## src/rtl/eth_ts_pkg.sv

```systemverilog
// eth_ts_pkg: probe frame layout, constants and helpers shared by eth_send and eth_recv.
package eth_ts_pkg;
  localparam logic [15:0] UDP_PORT_DEF = 16'h0D80;
  localparam logic [15:0] MAGIC_DEF = 16'h5453;
  localparam logic [15:0] ETHERTYPE_IPV4 = 16'h0800;
  localparam logic [7:0] IP_VER_IHL = 8'h45;
  localparam logic [7:0] IP_PROTO_UDP = 8'h11;
  localparam int SEQ_W = 32;
  localparam int TS_W = 32;
  localparam int OFF_ETYPE = 12;
  localparam int OFF_VIHL = 14;
  localparam int OFF_PROTO = 23;
  localparam int OFF_DPORT = 36;
  localparam int OFF_MAGIC = 42;
  localparam int OFF_SEQ = 44;
  localparam int OFF_TXTS = 48;
  localparam logic [2:0] BEAT_ETYPE = 3'(OFF_ETYPE / 8);
  localparam logic [2:0] BEAT_VIHL = 3'(OFF_VIHL / 8);
  localparam logic [2:0] BEAT_PROTO = 3'(OFF_PROTO / 8);
  localparam logic [2:0] BEAT_DPORT = 3'(OFF_DPORT / 8);
  localparam logic [2:0] BEAT_MAGIC = 3'(OFF_MAGIC / 8);
  localparam logic [2:0] BEAT_SEQ = 3'(OFF_SEQ / 8);
  localparam logic [2:0] BEAT_TXTS = 3'(OFF_TXTS / 8);
  localparam int LANE_ETYPE = OFF_ETYPE % 8;
  localparam int LANE_VIHL = OFF_VIHL % 8;
  localparam int LANE_PROTO = OFF_PROTO % 8;
  localparam int LANE_DPORT = OFF_DPORT % 8;
  localparam int LANE_MAGIC = OFF_MAGIC % 8;
  localparam int LANE_SEQ = OFF_SEQ % 8;
  localparam int LANE_TXTS = OFF_TXTS % 8;
  typedef enum logic [1:0] {S_SOF, S_HDR, S_TAIL} rx_state_t;
  // tdata lane 0 is the first wire byte, fields are big-endian on the wire
  function automatic logic [7:0] byte_at(input logic [63:0] d, input int lane);
    return d[lane*8 +: 8];
  endfunction
  function automatic logic [15:0] be16(input logic [63:0] d, input int lane);
    return {d[lane*8 +: 8], d[lane*8+8 +: 8]};
  endfunction
  function automatic logic [31:0] be32(input logic [63:0] d, input int lane);
    return {d[lane*8 +: 8], d[lane*8+8 +: 8], d[lane*8+16 +: 8], d[lane*8+24 +: 8]};
  endfunction
endpackage

```

## src/rtl/eth_recv_if.sv

```systemverilog
// eth_recv_if: 64-bit MAC RX AXI-Stream (no tready).
interface eth_recv_if;
  logic m_axis_rx_tvalid;
  logic [63:0] m_axis_rx_tdata;
  logic [7:0] m_axis_rx_tkeep;
  logic m_axis_rx_tlast;
  logic m_axis_rx_tuser;
  modport master (output m_axis_rx_tvalid, m_axis_rx_tdata, m_axis_rx_tkeep, m_axis_rx_tlast, m_axis_rx_tuser);
  modport slave (input m_axis_rx_tvalid, m_axis_rx_tdata, m_axis_rx_tkeep, m_axis_rx_tlast, m_axis_rx_tuser);
endinterface

```

## src/rtl/eth_rx_stats.sv

```systemverilog
// eth_rx_stats: wrapping 32-bit frame/match/error counters.
module eth_rx_stats (
  input  logic        clk156,
  input  logic        reset,
  input  logic        inc_frames,
  input  logic        inc_match,
  input  logic        inc_err,
  output logic [31:0] cnt_frames,
  output logic [31:0] cnt_match,
  output logic [31:0] cnt_err
);
  logic [31:0] frames_q, frames_d, match_q, match_d, err_q, err_d;
  always_comb begin
    frames_d = frames_q + 32'(inc_frames);
    match_d = match_q + 32'(inc_match);
    err_d = err_q + 32'(inc_err);
  end
  always_ff @(posedge clk156) begin
    if (reset) begin
      frames_q <= '0;
      match_q <= '0;
      err_q <= '0;
    end else begin
      frames_q <= frames_d;
      match_q <= match_d;
      err_q <= err_d;
    end
  end
  assign cnt_frames = frames_q;
  assign cnt_match = match_q;
  assign cnt_err = err_q;
endmodule

```

## src/rtl/eth_recv.sv

```systemverilog
// eth_recv: parses UDP timestamp probes from MAC RX and reports latency plus frame stats.
module eth_recv import eth_ts_pkg::*; #(
  parameter logic [15:0] UDP_PORT = UDP_PORT_DEF,
  parameter logic [15:0] MAGIC = MAGIC_DEF
) (
  input  logic          clk156,
  input  logic          reset,
  input  logic [TS_W-1:0] ts_now,
  eth_recv_if.slave     rx,
  output logic          lat_valid,
  output logic [31:0]   lat,
  output logic [31:0]   lat_seq,
  output logic [31:0]   cnt_frames,
  output logic [31:0]   cnt_match,
  output logic [31:0]   cnt_err
);
  rx_state_t state_q, state_d;
  logic [2:0] beat_q, beat_d;
  logic ok_q, ok_d, elig_q, elig_d, lat_valid_q, lat_valid_d;
  logic [TS_W-1:0] rx_ts_q, rx_ts_d, tx_ts_q, tx_ts_d, lat_q, lat_d;
  logic [SEQ_W-1:0] seq_q, seq_d, lat_seq_q, lat_seq_d;
  logic sof, hdr, last, fail, match;
  logic [63:0] d;
  logic unused_keep;
  assign unused_keep = ^rx.m_axis_rx_tkeep[7:4];
  always_comb begin
    d = rx.m_axis_rx_tdata;
    sof = state_q == S_SOF && rx.m_axis_rx_tvalid;
    hdr = state_q == S_HDR && rx.m_axis_rx_tvalid;
    last = rx.m_axis_rx_tvalid && rx.m_axis_rx_tlast;
    fail = (beat_q == BEAT_ETYPE && be16(d, LANE_ETYPE) != ETHERTYPE_IPV4)
        || (beat_q == BEAT_VIHL && byte_at(d, LANE_VIHL) != IP_VER_IHL)
        || (beat_q == BEAT_PROTO && byte_at(d, LANE_PROTO) != IP_PROTO_UDP)
        || (beat_q == BEAT_DPORT && be16(d, LANE_DPORT) != UDP_PORT)
        || (beat_q == BEAT_MAGIC && be16(d, LANE_MAGIC) != MAGIC);
    rx_ts_d = sof ? ts_now : rx_ts_q;
    beat_d = sof ? 3'd1 : (hdr && beat_q != 3'd7) ? beat_q + 3'd1 : beat_q;
    ok_d = sof ? 1'b1 : ok_q && !(hdr && fail);
    seq_d = (hdr && beat_q == BEAT_SEQ) ? be32(d, LANE_SEQ) : seq_q;
    tx_ts_d = (hdr && beat_q == BEAT_TXTS) ? be32(d, LANE_TXTS) : tx_ts_q;
    // the timestamp beat qualifies the frame only if all four tx_ts bytes arrived
    elig_d = sof ? 1'b0
           : (hdr && beat_q == BEAT_TXTS) ? (!rx.m_axis_rx_tlast || &rx.m_axis_rx_tkeep[3:0])
           : elig_q;
    state_d = sof ? (rx.m_axis_rx_tlast ? S_SOF : S_HDR)
            : hdr ? (rx.m_axis_rx_tlast ? S_SOF : beat_q == BEAT_TXTS ? S_TAIL : S_HDR)
            : (state_q == S_TAIL && last) ? S_SOF : state_q;
    match = last && rx.m_axis_rx_tuser && elig_d && ok_d;
    lat_valid_d = match;
    lat_d = match ? rx_ts_d - tx_ts_d : lat_q;
    lat_seq_d = match ? seq_d : lat_seq_q;
  end
  always_ff @(posedge clk156) begin
    if (reset) begin
      state_q <= S_SOF;
      beat_q <= '0;
      ok_q <= 1'b0;
      elig_q <= 1'b0;
      rx_ts_q <= '0;
      tx_ts_q <= '0;
      seq_q <= '0;
      lat_valid_q <= 1'b0;
      lat_q <= '0;
      lat_seq_q <= '0;
    end else begin
      state_q <= state_d;
      beat_q <= beat_d;
      ok_q <= ok_d;
      elig_q <= elig_d;
      rx_ts_q <= rx_ts_d;
      tx_ts_q <= tx_ts_d;
      seq_q <= seq_d;
      lat_valid_q <= lat_valid_d;
      lat_q <= lat_d;
      lat_seq_q <= lat_seq_d;
    end
  end
  eth_rx_stats u_stats (
    .clk156     (clk156),
    .reset      (reset),
    .inc_frames (last),
    .inc_match  (match),
    .inc_err    (last && !rx.m_axis_rx_tuser),
    .cnt_frames (cnt_frames),
    .cnt_match  (cnt_match),
    .cnt_err    (cnt_err)
  );
  assign lat_valid = lat_valid_q;
  assign lat = lat_q;
  assign lat_seq = lat_seq_q;
endmodule

```

## src/flat_wrapper.sv

```systemverilog
// flat-port wrapper written by rule: the top's interface ports become plain ports
module eth_recv_flat import eth_ts_pkg::*;
#(
  parameter logic [15:0] UDP_PORT = UDP_PORT_DEF,
  parameter logic [15:0] MAGIC = MAGIC_DEF
)
  (clk156, reset, ts_now, lat_valid, lat, lat_seq, cnt_frames, cnt_match, cnt_err, rx_m_axis_rx_tvalid, rx_m_axis_rx_tdata, rx_m_axis_rx_tkeep, rx_m_axis_rx_tlast, rx_m_axis_rx_tuser);
  eth_recv_if rx_i ();
  input  logic clk156;
  input  logic reset;
  input  logic [TS_W-1:0] ts_now;
  output logic lat_valid;
  output logic [31:0] lat;
  output logic [31:0] lat_seq;
  output logic [31:0] cnt_frames;
  output logic [31:0] cnt_match;
  output logic [31:0] cnt_err;
  input wire logic [$bits(rx_i.m_axis_rx_tvalid)-1:0] rx_m_axis_rx_tvalid;
  input wire logic [$bits(rx_i.m_axis_rx_tdata)-1:0] rx_m_axis_rx_tdata;
  input wire logic [$bits(rx_i.m_axis_rx_tkeep)-1:0] rx_m_axis_rx_tkeep;
  input wire logic [$bits(rx_i.m_axis_rx_tlast)-1:0] rx_m_axis_rx_tlast;
  input wire logic [$bits(rx_i.m_axis_rx_tuser)-1:0] rx_m_axis_rx_tuser;
  assign rx_i.m_axis_rx_tvalid = rx_m_axis_rx_tvalid;
  assign rx_i.m_axis_rx_tdata = rx_m_axis_rx_tdata;
  assign rx_i.m_axis_rx_tkeep = rx_m_axis_rx_tkeep;
  assign rx_i.m_axis_rx_tlast = rx_m_axis_rx_tlast;
  assign rx_i.m_axis_rx_tuser = rx_m_axis_rx_tuser;
  eth_recv #(.UDP_PORT(UDP_PORT), .MAGIC(MAGIC)) u_core (.clk156(clk156), .reset(reset), .ts_now(ts_now), .rx(rx_i), .lat_valid(lat_valid), .lat(lat), .lat_seq(lat_seq), .cnt_frames(cnt_frames), .cnt_match(cnt_match), .cnt_err(cnt_err));
endmodule
```

## config.mk

```make
export PLATFORM = sky130hd
export DESIGN_NAME = eth_recv_flat
export DESIGN_NICKNAME = d
export VERILOG_FILES = /design/src/rtl/eth_ts_pkg.sv /design/src/rtl/eth_recv_if.sv /design/src/rtl/eth_rx_stats.sv /design/src/rtl/eth_recv.sv /design/src/flat_wrapper.sv
export SDC_FILE = /design/constraint.sdc
export NUM_CORES = 1
export LEC_CHECK = 0
export CORE_AREA = 2 2 154 269
export DETAILED_ROUTE_END_ITERATION = 16
export DIE_AREA = 0 0 156 271
export GPL_ROUTABILITY_DRIVEN = 0
export SLEW_MARGIN = 20
export SYNTH_ARGS = -nofsm -noshare
export SYNTH_HDL_FRONTEND = slang
export SYNTH_SLANG_ARGS = --single-unit
```

## constraint.sdc

```tcl
create_clock -name clk156 -period 6.2 [get_ports clk156]
set_input_delay 1.24 -clock clk156 [delete_from_list [all_inputs] [get_ports clk156]]
set_output_delay 1.24 -clock clk156 [all_outputs]
set_load 0.03 [all_outputs]
```

* Yosys cells after proc, flatten, opt, wreduce, memory -nomap -nowiden
Cells that the tools add are included.
** Cells by class
- Multiply operators :: 0
- $lt $le $gt $ge :: 0
- Bitwise gates (word level) :: 0
- Shifts and indexed selects :: 0
- Divide/modulo/power cells :: 0
- Reduce and logical (&&, ||, !) cells :: 31
- Mux-type cells :: 14
- Equal/unequal tests :: 13
- Add/sub/neg operators :: 5
** Operators by type and width (number)
- $add A32 B1 Y32 :: 3
- $mux W32 :: 3
- $ne A16 B12 Y1 const B :: 2
- $sub A32 B32 Y32 :: 1
- $logic_and A1 B1 Y1 :: 18
- $ne A16 B15 Y1 const B :: 1
- $mux W2 :: 5
- $eq A3 B3 Y1 const B :: 3
- $ne A8 B5 Y1 const B :: 1
- $ne A8 B7 Y1 const B :: 1
- $mux W1 :: 6
- $logic_or A1 B1 Y1 :: 5
- $reduce_and A4 Y1 :: 1
- $add A3 B1 Y3 const B :: 1
- $eq A3 B1 Y1 const B :: 1
- $eq A3 B2 Y1 const B :: 1
- $logic_not A1 Y1 :: 3
- $ne A3 B3 Y1 const B :: 1
- $reduce_bool A3 Y1 :: 1
- $eq A2 B1 Y1 const B :: 1
- $eq A2 B2 Y1 const B :: 1
- $logic_not A2 Y1 :: 1
- $reduce_bool A2 Y1 :: 1
- $reduce_or A2 Y1 :: 1
** Storage, ports and cells
- Flip-flop bits (word level) :: 264
- ROM bits :: 0
- Bits in writable memories :: 0
- Memories kept :: 0
- Bits of input ports :: 109
- Output and inout bits :: 161
- Latch bits :: 0

* Longest topological paths before layout
Gate-level depths: netlist of run 1.
- Word-level depth :: 12
- Mapped depth :: 19

* Cells and area by module
Synthesis of run 1 repeated with hierarchy kept, for this count alone.
** Unflattened totals
- Cells, all modules :: 1367
- Area, all modules :: 12349.3 um^2
** By module, submodules not included
- eth_recv :: cells each 879, area an instance 8080.2 um^2, sequential area each 3363.2 um^2, instances 1
- eth_rx_stats :: cells each 488, area an instance 4269.1 um^2, sequential area each 1921.8 um^2, instances 1

* Worst setup path after synthesis of run 1
No wires, ideal clock.
- Path kind :: input-to-reg
- Start :: input port rx_m_axis_rx_tvalid
- End :: register u_core.u_stats.match_q[28] (netlist: u_core.u_stats.cnt_match[28])
- Setup slack :: 1.447 ns
- Arrival :: 4.683 ns
- Buffers on the path :: 3
- Stages on the path :: 18
- Data required time :: 6.130 ns
- Cell sequence :: nor2b_2 -> nand4_1 -> buf_4 -> mux2i_1 -> nor4b_2 -> nand3_2 -> inv_2 -> buf_4 -> buf_2 -> ha_1 -> ha_1 -> nand4_1 -> nor4_2 -> and4_1 -> and4_4 -> nand3_4 -> or3_1 -> a21oi_1
** Between the ends
- Cells in the longest elaborated chain, start to end :: 7
- Elaborated cells on any way between the ends :: 14
- Those cells by class :: 1 x add/sub; 3 x mux; 10 x reduce/logical
** RTL lines
- from (decl) :: line flat_wrapper.sv:18 : input wire logic [$bits(rx_i.m_axis_rx_tvalid)-1:0] rx_m_axis_rx_tvalid;
- $logic_and A1 B1 Y1 :: line eth_recv.sv:29 : hdr = state_q == S_HDR && rx.m_axis_rx_tvalid;
- $logic_and A1 B1 Y1 (on tied branches) :: line eth_recv.sv:43, eth_recv.sv:38
- $mux W1 or $logic_not A1 Y1 (tied branches) :: line eth_recv.sv:43, eth_recv.sv:38
- $mux W1 or $logic_and A1 B1 Y1 (tied branches) :: line eth_recv.sv:42, eth_recv.sv:38
- $logic_and A1 B1 Y1 or $mux W1 (tied branches) :: line eth_recv.sv:48, eth_recv.sv:38
- $logic_and A1 B1 Y1 * :: line eth_recv.sv:48 : match = last && rx.m_axis_rx_tuser && elig_d && ok_d;
- net u_core.lat_valid_d :: line eth_recv.sv:19 : logic ok_q, ok_d, elig_q, elig_d, lat_valid_q, lat_valid_d;
- $add A32 B1 Y32 * :: line eth_rx_stats.sv:15 : match_d = match_q + 32'(inc_match);
- to (signal assigned) :: line eth_rx_stats.sv:25 : match_q <= match_d;
- to (decl) :: line eth_rx_stats.sv:12 : logic [31:0] frames_q, frames_d, match_q, match_d, err_q, err_d;
Mark *: on every way through the listed nets, which the timed path passes. The rest lies on a longest branch.
A chain may end at the register's enable or synchronous reset.

* Final worst setup path of run 1
- Start :: input port rx_m_axis_rx_tvalid
- End :: register u_core.lat_q[25] (netlist: u_core.lat[25])
** Between the ends
- Elaborated cells on any way between the ends :: 16
- Those cells by class :: 1 x add/sub; 5 x mux; 10 x reduce/logical
** RTL lines
- $logic_and A1 B1 Y1 :: line eth_recv.sv:28 : sof = state_q == S_SOF && rx.m_axis_rx_tvalid;
- $mux W32 :: line eth_recv.sv:36 : rx_ts_d = sof ? ts_now : rx_ts_q;
- net u_core.rx_ts_d[11] :: line eth_recv.sv:20 : logic [TS_W-1:0] rx_ts_q, rx_ts_d, tx_ts_q, tx_ts_d, lat_q, lat_d;
- $sub A32 B32 Y32 :: line eth_recv.sv:50 : lat_d = match ? rx_ts_d - tx_ts_d : lat_q;
- to (signal assigned) :: line eth_recv.sv:74 : lat_q <= lat_d;
- to (decl) :: line eth_recv.sv:20
The timed path passes the listed nets, and every way through them passes these cells.

==> results of run 1 <==
[flip-flops by register name, indices dropped and copies added (netlist names)]
name,count
u_core.seq_q,32
u_core.state_q,2
u_core.beat_q,3
u_core.ok_q,1
u_core.u_stats.cnt_match,32
u_core.lat,32
u_core.lat_seq,32
u_core.u_stats.cnt_err,32
u_core.tx_ts_q,32
u_core.rx_ts_q,32
u_core.elig_q,1
u_core.lat_valid,1
u_core.u_stats.cnt_frames,32
[worst reg2reg max path: stages, from the launching register on]
cell	delay (ns)
dfxtp_1	0.36
inv_1	0.09
ha_1	0.22
nand4_1	0.15
buf_4	0.35
mux2_2	0.41
ha_1	0.24
fa_1	0.44
nor2b_4	0.16
o211ai_1	0.14
a211oi_1	0.41
o311a_1	0.44
o21ba_2	0.24
nor2_1	0.09
o2111a_1	0.24
a311o_1	0.31
[layout make-up]
type | instances | area, um2 | area share
Inverter | 24 | 91.3 | 0.00572
Antenna cell | 1 | 2.50 | 0.000157
Clock buffer | 34 | 732 | 0.0458
Timing Repair Buffer | 279 | 2760 | 0.173
Tap cell | 495 | 619 | 0.0388
Multi-Input combinational cell | 955 | 6300 | 0.394
Clock inverter | 14 | 188 | 0.0117
Sequential cell | 264 | 5290 | 0.331
[per-stage QoR]
step           setup WS (ns)  instances  area (um2)  power, W  hold WS (ns)
3_3_place_gp           0.575       2017       15100   0.00219         0.446
5_1_grt                0.921       2066       16000   0.00404         0.486
6_report                1.02       2066       16000   0.00387         0.460
3_5_place_dp           0.598       2017       15100   0.00220         0.449
2_1_floorplan           1.45       1299       11900   0.00203         0.461
4_1_cts                 1.17       2065       16000   0.00393         0.461
[power by group]
part / switching [W] / total (W) / leakage [nW] / internal, W
combinational: 0.000244 / 0.000445 / 3.72 / 0.000201
sequential: 0.00000571 / 0.00172 / 2.13 / 0.00171
clock: 0.000707 / 0.00171 / 0.441 / 0.00100
total: 0.000956 / 0.00387 / 6.30 / 0.00292
[per-layer routing]
metal,share of wire,GRT usage,up-vias
met3,0.039,0.0200,54
met1,0.38,0.170,4799
met2,0.56,0.323,236
li1,-,-,5019
met4,0.028,0.0589,0
met5,0,0,-
[cells in the mapped netlist (all sizes together), types with 3 or more instances]
cell type and count:
a21o 9, nor3 23, inv 24, nand3b 6
nor2b 14, nand2 70, a211oi 39, and3 20
or3 15, a31oi 4, buf 25, a21oi 54
mux2i 79, nor4bb 3, clkbuf 31, nand4 27
dfxtp 264, ha 42, xor2 61, nor4 3
and2 36, o311ai 3, a21boi 6, and4 8
mux2 30, o21ai 41, nand2b 5, o211ai 5
a311o 3, nor4b 10, o21bai 4, nand3 44
nor2 234, o21a 3, xnor2 34
[worst min path at each step]
stage	start	end	slack, ns	cells after the start
2_1_floorplan	u_core.seq_q[0]	u_core.seq_q[0]	0.46	2
3_3_place_gp	u_core.lat[15]	u_core.lat[15]	0.45	2
3_5_place_dp	u_core.lat[29]	u_core.lat[29]	0.45	2
4_1_cts	u_core.lat[29]	u_core.lat[29]	0.46	2
5_1_grt	u_core.lat[29]	u_core.lat[29]	0.49	2
6_report	u_core.lat[29]	u_core.lat[29]	0.46	2
[cell families after synthesis]
logic type / share of synthesized area
multiplexers: 0.0948
adder cells (fa/ha/maj): 0.0458
XOR/XNOR: 0.0699
AND/OR/NAND/NOR: 0.216
buffers and inverters: 0.0275
flip-flops: 0.444
AO/OA/AOI/OAI: 0.102
==> impl_metrics.py, run 1 <==
metrics = {
    "sta": {
        "hold_viol_final": 0,
        "setup_viol_count_final": 0,
        "post-route-period-util": 0.835,
        "grt_setup_unrepaired": "false",
        "worstMarginPinSlew_ns": 1.03,
        "slew-limit-headroom": 0.310,
        "fin_setup_tns_ns": 0,
        "post-route-min-period_ns": 5.18,
        "final-max-slew-violation-count": 0,
        "max_freq_mhz": 193,
        "timing.clock.skew_ns": 0.0143,
    },
    "route": {
        "vias": 10100,
        "finalWirelength_um": 35400,
        "drt_pre_antenna_iters": 5,
        "drc_errors": 0,
        "avgViaCountPerCell": 4.89,
        "detailedRoute.firstIterationViolations": 469,
        "per_cell_routed_wire_length_um": 17.1,
        "drtAntennaViolNets": 0,
    },
    "clock_tree": {
        "clock_buffer_depth": 3,
        "post_cts_buffers": 0,
        "clk_transition_reported_paths_ns": 0.06,
        "post_cts.resized_instances": 0,
        "number_of_clock_sinks": 264,
        "worst_skew_late_latency_ns": 0.55,
        "cts-buffers-inserted": 27,
        "tritoncts_clock_tree": "built",
        "cts_max_level": 1,
        "cts_hold_buf": 0,
        "ctsRootBufferMaster": "clkbuf_16",
    },
    "placement": {
        "port_buffers": 265,
        "detailed_place_hpwl_um": 26400,
    },
    "worst_setup_path": {
        "timing.setup.critical_path_class": "in2reg",
        "max_stage_delay_ns": 0.64,
        "cp.arrival_ns": 5.56,
        "r2r_start": "u_core.beat_q[0]",
        "reg2reg_depth": 15,
        "critical_path.cell_chain": "clkdlybuf4s50_1 -> nor2b_2 -> nor2b_4 -> buf_4 -> mux2_2 -> ha_1 -> nand4_1 -> o21ai_0 -> a31oi_1 -> a21boi_0 -> o31ai_1 -> o21bai_1 -> xnor2_1 -> o22ai_1",
        "cpMaxStageDelayCell": "o31ai_1",
        "cp-start-kind": "primary input",
        "critical_path.startpoint": "rx_m_axis_rx_tvalid",
        "crit_buf_inv": 2,
        "cp.depth": 14,
        "endpoint_kind": "register",
        "r2r_setup_slk_ns": 1.81,
        "critical_path.endpoint": "u_core.lat[25]",
        "critical_path.top_delay_family": "compound AO/OA/AOI/OAI gates",
        "timing.rr.end": "u_core.lat[22]",
        "worst-path-max-fanout": 15,
        "required_ns": 6.59,
    },
    "hold_path": {
        "min_path_type": "reg2reg",
    },
    "cells_and_area": {
        "num-fill-cells": 4017,
        "nNetsFinal": 1703,
        "layout.cells.most_common_list": "264 x clkdlybuf4s50_1, 264 x dfxtp_1, 234 x nor2_1",
        "utilization": 0.400,
        "area_growth_pct": 34.2,
        "drive_gt1_frac": 0.0701,
    },
    "synth": {
        "mappedNetlistArea_um2": 11900,
        "edff_count_synth": 0,
        "async_flop_share": 0,
        "synthCells": 1299,
        "number_of_warnings_issued_by_yosys": 0,
        "ys_types": 70,
        "yosysTopAreaCell": "dfxtp_1",
        "synthesis.nets": 1451,
        "yosysTopAreaCellShare": 0.444,
        "synth_seq_area_share": 0.444,
        "avgSynthCellArea_um2": 9.16,
        "synth_flop_cell": "dfxtp_1",
        "ys_top_cells_by_area": "dfxtp_1 44%, nor2_1 7.4%, mux2i_1 6.6%, xor2_1 4.5%, ha_1 4.4%",
        "synth.ff_latch_count": 264,
    },
    "job": {
        "max_cap_viol_count": 0,
    },
    "power_and_ir_drop": {
        "vdd.ir_drop.worst_mv": 0.157,
        "power.static_leakage_nw": 6.30,
        "power.density_cell_area_nw_per_um2": 242,
    },
    "die": {
        "core.rowCount": 97,
        "core_area_um2": 39900,
        "chipHeight_um": 271,
        "floorplan.initialDensity": 0.298,
        "die_area_um2": 42300,
        "pin_count": 270,
        "die-width_um": 156,
    },
    "global_routing": {
        "grt_max_degree": 97,
        "vias_in_the_first_global_route": 10100,
        "number_of_antenna_violations_at_the_first_check_in_global_routing": 1,
        "groute.usage.overall": 0.163,
        "grt_overflow_total": 0,
        "grt_pass1_wl_um": 54500,
    },
    "run_status": {
        "outcome": "finished clean",
    },
}
(Power assumes the default switching activity.)
==> inputs of run 2 (changes only) <==
==> constraint.sdc (replaced) <==
create_clock -name clk156 -period 4.95 [get_ports clk156]
set_input_delay 0.99 -clock clk156 [delete_from_list [all_inputs] [get_ports clk156]]
set_output_delay 0.99 -clock clk156 [all_outputs]
set_load 0.03 [all_outputs]
==> impl_metrics.py, run 2 (synthesized netlist as in run 1, its figures left out) <==
metrics = {
    "die": {
        "pin_count": 270,
        "die-width_um": 156,
        "core.rowCount": 97,
        "floorplan.initialDensity": 0.298,
        "core_area_um2": 39900,
        "die_area_um2": 42300,
        "chipHeight_um": 271,
    },
    "cells_and_area": {
        "num-fill-cells": 3931,
        "drive_gt1_frac": 0.116,
        "nNetsFinal": 1785,
        "layout.cells.most_common_list": "264 x clkdlybuf4s50_1, 264 x dfxtp_1, 234 x nor2_1",
        "area_growth_pct": 39.6,
        "post_route_cell_area_um2": 16600,
    },
    "global_routing": {
        "grt_max_degree": 91,
        "grt_pass1_wl_um": 55000,
        "grt.met2_usage": 0.321,
        "number_of_antenna_violations_at_the_first_check_in_global_routing": 2,
        "grt_overflow_total": 0,
        "vias_in_the_first_global_route": 10300,
        "groute.layer.met3.usage": 0.0189,
        "global_route.peak_usage_layer": "met2",
        "globalRouteMet1Util": 0.171,
        "groute.usage.overall": 0.163,
    },
    "power_and_ir_drop": {
        "power_w": 0.00488,
        "power.density_cell_area_nw_per_um2": 294,
        "vdd.ir_drop.worst_mv": 0.264,
        "power.static_leakage_nw": 6.71,
    },
    "sta": {
        "post-route-min-period_ns": 4.41,
        "max_freq_mhz": 227,
        "post-route-period-util": 0.892,
        "setup_viol_count_final": 0,
        "worstMarginPinSlew_ns": 0.962,
        "slew-limit-headroom": 0.358,
        "final-max-slew-violation-count": 0,
        "fin_setup_tns_ns": 0,
        "hold_viol_final": 0,
        "timing.clock.skew_ns": 0.0136,
        "grt_setup_unrepaired": "false",
    },
    "route": {
        "avgViaCountPerCell": 4.82,
        "drc_errors": 0,
        "vias": 10400,
        "drt_pre_antenna_iters": 5,
        "per_cell_routed_wire_length_um": 16.5,
        "detailedRoute.firstIterationViolations": 423,
        "drtAntennaViolNets": 0,
        "finalWirelength_um": 35600,
    },
    "clock_tree": {
        "cts-buffers-inserted": 27,
        "post_cts.resized_instances": 0,
        "number_of_clock_sinks": 264,
        "clock_buffer_depth": 3,
        "ctsRootBufferMaster": "clkbuf_16",
        "tritoncts_clock_tree": "built",
        "worst_skew_late_latency_ns": 0.54,
        "clk_transition_reported_paths_ns": 0.06,
        "cts_max_level": 1,
        "post_cts_buffers": 0,
        "cts_hold_buf": 0,
    },
    "hold_path": {
        "min_path_type": "reg2reg",
    },
    "worst_setup_path": {
        "timing.setup.critical_path_class": "in2reg",
        "required_ns": 5.38,
        "endpoint_kind": "register",
        "worst-path-max-fanout": 4,
        "cp.arrival_ns": 4.84,
        "cp-start-kind": "primary input",
    },
    "run_status": {
        "outcome": "finished clean",
    },
    "placement": {
        "detailed_place_hpwl_um": 27000,
        "placedInstanceArea_um2": 15700,
        "port_buffers": 265,
    },
    "job": {
        "max_cap_viol_count": 0,
    },
}
## run 2: power by group
group	internal [W]	leakage [nW]	switching [W]
registers	0.00214	2.13	0.00000681
clock network	0.00122	0.447	0.000873
logic	0.000323	4.13	0.000322
total	0.00368	6.71	0.00120
## run 2: worst paths after layout
check                                    startpoint              to  slack (ns)  depth (start not counted)
worst max register to register     u_core.beat_q[0]  u_core.lat[22]        0.95                         17
worst min register to register       u_core.lat[15]  u_core.lat[15]        0.46                          2
worst max-delay path            rx_m_axis_rx_tvalid  u_core.lat[22]        0.54                         17
worst min-delay path                 u_core.lat[15]  u_core.lat[15]        0.46                          2
## run 2: layout make-up
| type | count | area, um2 | area share |
|---|---|---|---|
| antenna | 2 | 5.00 | 0.000301 |
| clock buffer | 40 | 795 | 0.0478 |
| clock inverter | 9 | 106 | 0.00640 |
| inverter | 24 | 91.3 | 0.00550 |
| multi-input combinational | 955 | 6300 | 0.379 |
| sequential | 264 | 5290 | 0.318 |
| tap | 495 | 619 | 0.0373 |
| timing repair buffer | 361 | 3410 | 0.205 |
## run 2: routing by layer
| metal | share of wire | wire length, um |
|---|---|---|
| met5 | 0 | 0 |
| met3 | 0.036 | 1280 |
| met1 | 0.38 | 13500 |
| met2 | 0.55 | 19500 |
| met4 | 0.038 | 1350 |
## run 2: metrics by stage
| stage | hold WS, ns | utilization | setup slack (ns) | instances |
|---|---|---|---|---|
| after floorplan | 0.461 | - | 0.447 | 1299 |
| after global placement | 0.447 | 0.393 | -0.0230 | 2099 |
| after detailed placement | 0.452 | 0.393 | -0.0237 | 2099 |
| after CTS | 0.470 | 0.416 | 0.533 | 2148 |
| after global routing | 0.489 | 0.416 | 0.274 | 2150 |
| final | 0.460 | 0.416 | 0.536 | 2150 |
## run 2: critical path, stage by stage
cell and delay (ns):
clkdlybuf4s50_1 0.48, nor2b_2 0.19, nand4_1 0.14, buf_4 0.20, mux2_2 0.28, ha_1 0.22
fa_1 0.43, nor2b_4 0.14, o211ai_1 0.13, a211oi_1 0.34, buf_4 0.17, o311a_1 0.16
buf_4 0.15, o21ba_2 0.18, nor2_1 0.09, o2111a_1 0.24, a311o_1 0.30
==> inputs of run 3 (changes only) <==
--- a/config.mk
+++ b/config.mk
@@ -5,10 +5,13 @@
 export SDC_FILE = /design/constraint.sdc
 export NUM_CORES = 1
 export LEC_CHECK = 0
-export CORE_AREA = 2 2 154 269
+export CELL_PAD_IN_SITES_DETAIL_PLACEMENT = 0
+export CELL_PAD_IN_SITES_GLOBAL_PLACEMENT = 1
+export CORE_AREA = 2 2 137 240
 export DETAILED_ROUTE_END_ITERATION = 16
-export DIE_AREA = 0 0 156 271
+export DIE_AREA = 0 0 139 242
 export GPL_ROUTABILITY_DRIVEN = 0
+export PLACE_DENSITY_LB_ADDON = 0.1
 export SLEW_MARGIN = 20
 export SYNTH_ARGS = -nofsm -noshare
 export SYNTH_HDL_FRONTEND = slang
==> impl_metrics.py, run 3 (synthesized netlist as in run 1, its figures left out) <==
metrics = {
    "global_routing": {
        "grt_max_degree": 154,
        "number_of_antenna_violations_at_the_first_check_in_global_routing": 1,
        "groute.usage.overall": 0.196,
        "vias_in_the_first_global_route": 9935,
        "grt_pass1_wl_um": 53200,
        "grt_overflow_total": 0,
    },
    "hold_path": {
        "hold_depth": 2,
        "hold-path-endpoint": "u_core.lat[18]",
        "worstHoldStart": "u_core.lat[18]",
        "min_path_type": "reg2reg",
    },
    "clock_tree": {
        "cts-buffers-inserted": 26,
        "number_of_clock_sinks": 264,
        "cts_hold_buf": 0,
        "worst_skew_late_latency_ns": 0.53,
        "ctsRootBufferMaster": "clkbuf_16",
        "tritoncts_clock_tree": "built",
        "clk_transition_reported_paths_ns": 0.06,
        "post_cts.resized_instances": 0,
        "post_cts_buffers": 0,
        "clock_buffer_depth": 3,
        "cts_max_level": 1,
    },
    "die": {
        "core_area_um2": 31800,
        "floorplan.initialDensity": 0.375,
        "pin_count": 270,
        "core.rowCount": 87,
        "chipHeight_um": 242,
        "die-width_um": 139,
        "die_area_um2": 33600,
    },
    "worst_setup_path": {
        "max_stage_delay_ns": 0.49,
        "required_ns": 5.37,
        "r2r_start": "u_core.beat_q[0]",
        "cp-start-kind": "primary input",
        "timing.setup.critical_path_class": "in2reg",
        "endpoint_kind": "register",
        "reg2reg_depth": 14,
        "critical_path.top_delay_family": "compound AO/OA/AOI/OAI gates",
        "cpMaxStageDelayCell": "clkdlybuf4s50_1",
        "crit_buf_inv": 1,
        "worst-path-max-fanout": 4,
        "r2r_setup_slk_ns": 0.99,
        "timing.rr.end": "u_core.lat[22]",
        "critical_path.cell_chain": "clkdlybuf4s50_1 -> nor2b_2 -> nand4_1 -> mux2_2 -> ha_1 -> fa_1 -> nor2b_4 -> o211ai_1 -> a211oi_1 -> o311a_1 -> o21ba_2 -> nor2_1 -> o2111a_1 -> a311o_1",
        "cp.arrival_ns": 4.78,
    },
    "route": {
        "avgViaCountPerCell": 5.01,
        "drc_errors": 0,
        "drt_pre_antenna_iters": 6,
        "per_cell_routed_wire_length_um": 16.9,
        "vias": 10200,
        "finalWirelength_um": 34200,
        "detailedRoute.firstIterationViolations": 253,
        "drtAntennaViolNets": 0,
    },
    "sta": {
        "worst_hold_slack_ns": 0.457,
        "fin_setup_tns_ns": 0,
        "hold_viol_final": 0,
        "max_freq_mhz": 229,
        "grt_setup_unrepaired": "false",
        "final-max-slew-violation-count": 0,
        "post-route-min-period_ns": 4.36,
        "post-route-period-util": 0.881,
        "timing.clock.skew_ns": 0.00905,
        "worstMarginPinSlew_ns": 0.732,
        "slew-limit-headroom": 0.512,
        "setup_viol_count_final": 0,
    },
    "run_status": {
        "outcome": "finished clean",
    },
    "power_and_ir_drop": {
        "internal_power_w": 0.00351,
        "power.density_cell_area_nw_per_um2": 286,
        "power.static_leakage_nw": 6.52,
        "power.share.sequential": 0.464,
        "vdd.ir_drop.worst_mv": 0.274,
        "sw_frac_of_total": 0.243,
        "switching_power_w": 0.00113,
        "comb_power_share": 0.132,
        "power.clock.fraction": 0.404,
    },
    "cells_and_area": {
        "finalNonFillerCells": 2026,
        "num-fill-cells": 3082,
        "seq_area_um2": 5290,
        "area_growth_pct": 36.1,
        "nNetsFinal": 1761,
        "layout.cells.most_common_list": "264 x clkdlybuf4s50_1, 264 x dfxtp_1, 234 x nor2_1",
        "post_route_cell_area_um2": 16200,
        "drive_gt1_frac": 0.0954,
        "multi_input_comb_area_um2": 6300,
    },
    "job": {
        "max_cap_viol_count": 0,
    },
    "placement": {
        "detailed_place_hpwl_um": 25400,
        "port_buffers": 265,
        "placedInstanceArea_um2": 15400,
        "dpl.cell_count": 1981,
    },
}
==> run 3: power by group through the flow <==
stage / registers [W] / logic [W] / clock network, W
3_3_place_gp: 0.00220 / 0.000610 / 0
4_1_cts: 0.00215 / 0.000616 / 0.00195
6_report: 0.00215 / 0.000614 / 0.00188
5_1_grt: 0.00215 / 0.000671 / 0.00202
3_5_place_dp: 0.00220 / 0.000612 / 0
2_1_floorplan: 0.00220 / 0.000342 / 0
==> run 3: metrics by stage <==
step	power, W	worst slack [ns]	util
floorplan	0.00254	0.447	-
global placement	0.00281	0.0718	0.485
detailed placement	0.00281	0.0667	0.485
CTS	0.00472	0.593	0.510
global route	0.00484	0.313	0.510
finish	0.00464	0.590	0.510
==> run 3: cell type report <==
cell class	count	share of cell area
Antenna cell	1	0.000154
Timing Repair Buffer	338	0.201
Clock inverter	2	0.00216
Clock buffer	42	0.0458
Multi-Input combinational cell	955	0.389
Sequential cell	264	0.326
Inverter	24	0.00564
Tap cell	400	0.0309
==> run 3: worst min-delay path: cells and delay by family, from the launching register on <==
family / cells / cell delay [ns]
AND/OR/NAND/NOR: 1 / 0.05
AO/OA/AOI/OAI: 1 / 0.05
flip-flops: 1 / 0.31
==> run 3: how the worst max path moves through the flow <==
stage | from | end | cells after the start
floorplan | rx_m_axis_rx_tvalid | u_core.u_stats.cnt_match[28] | 18
global placement | rx_m_axis_rx_tvalid | u_core.lat[21] | 17
detailed placement | rx_m_axis_rx_tvalid | u_core.lat[22] | 14
CTS | rx_m_axis_rx_tvalid | u_core.lat[22] | 15
global route | rx_m_axis_rx_tvalid | u_core.lat[21] | 18
finish | rx_m_axis_rx_tvalid | u_core.lat[22] | 14
==> run 3: routing by layer <==
layer	part of all wire	wire, um	GRT usage
met1	0.38	13100	0.209
met2	0.54	18600	0.379
met3	0.044	1500	0.0328
met4	0.032	1080	0.0704
met5	0	0	0
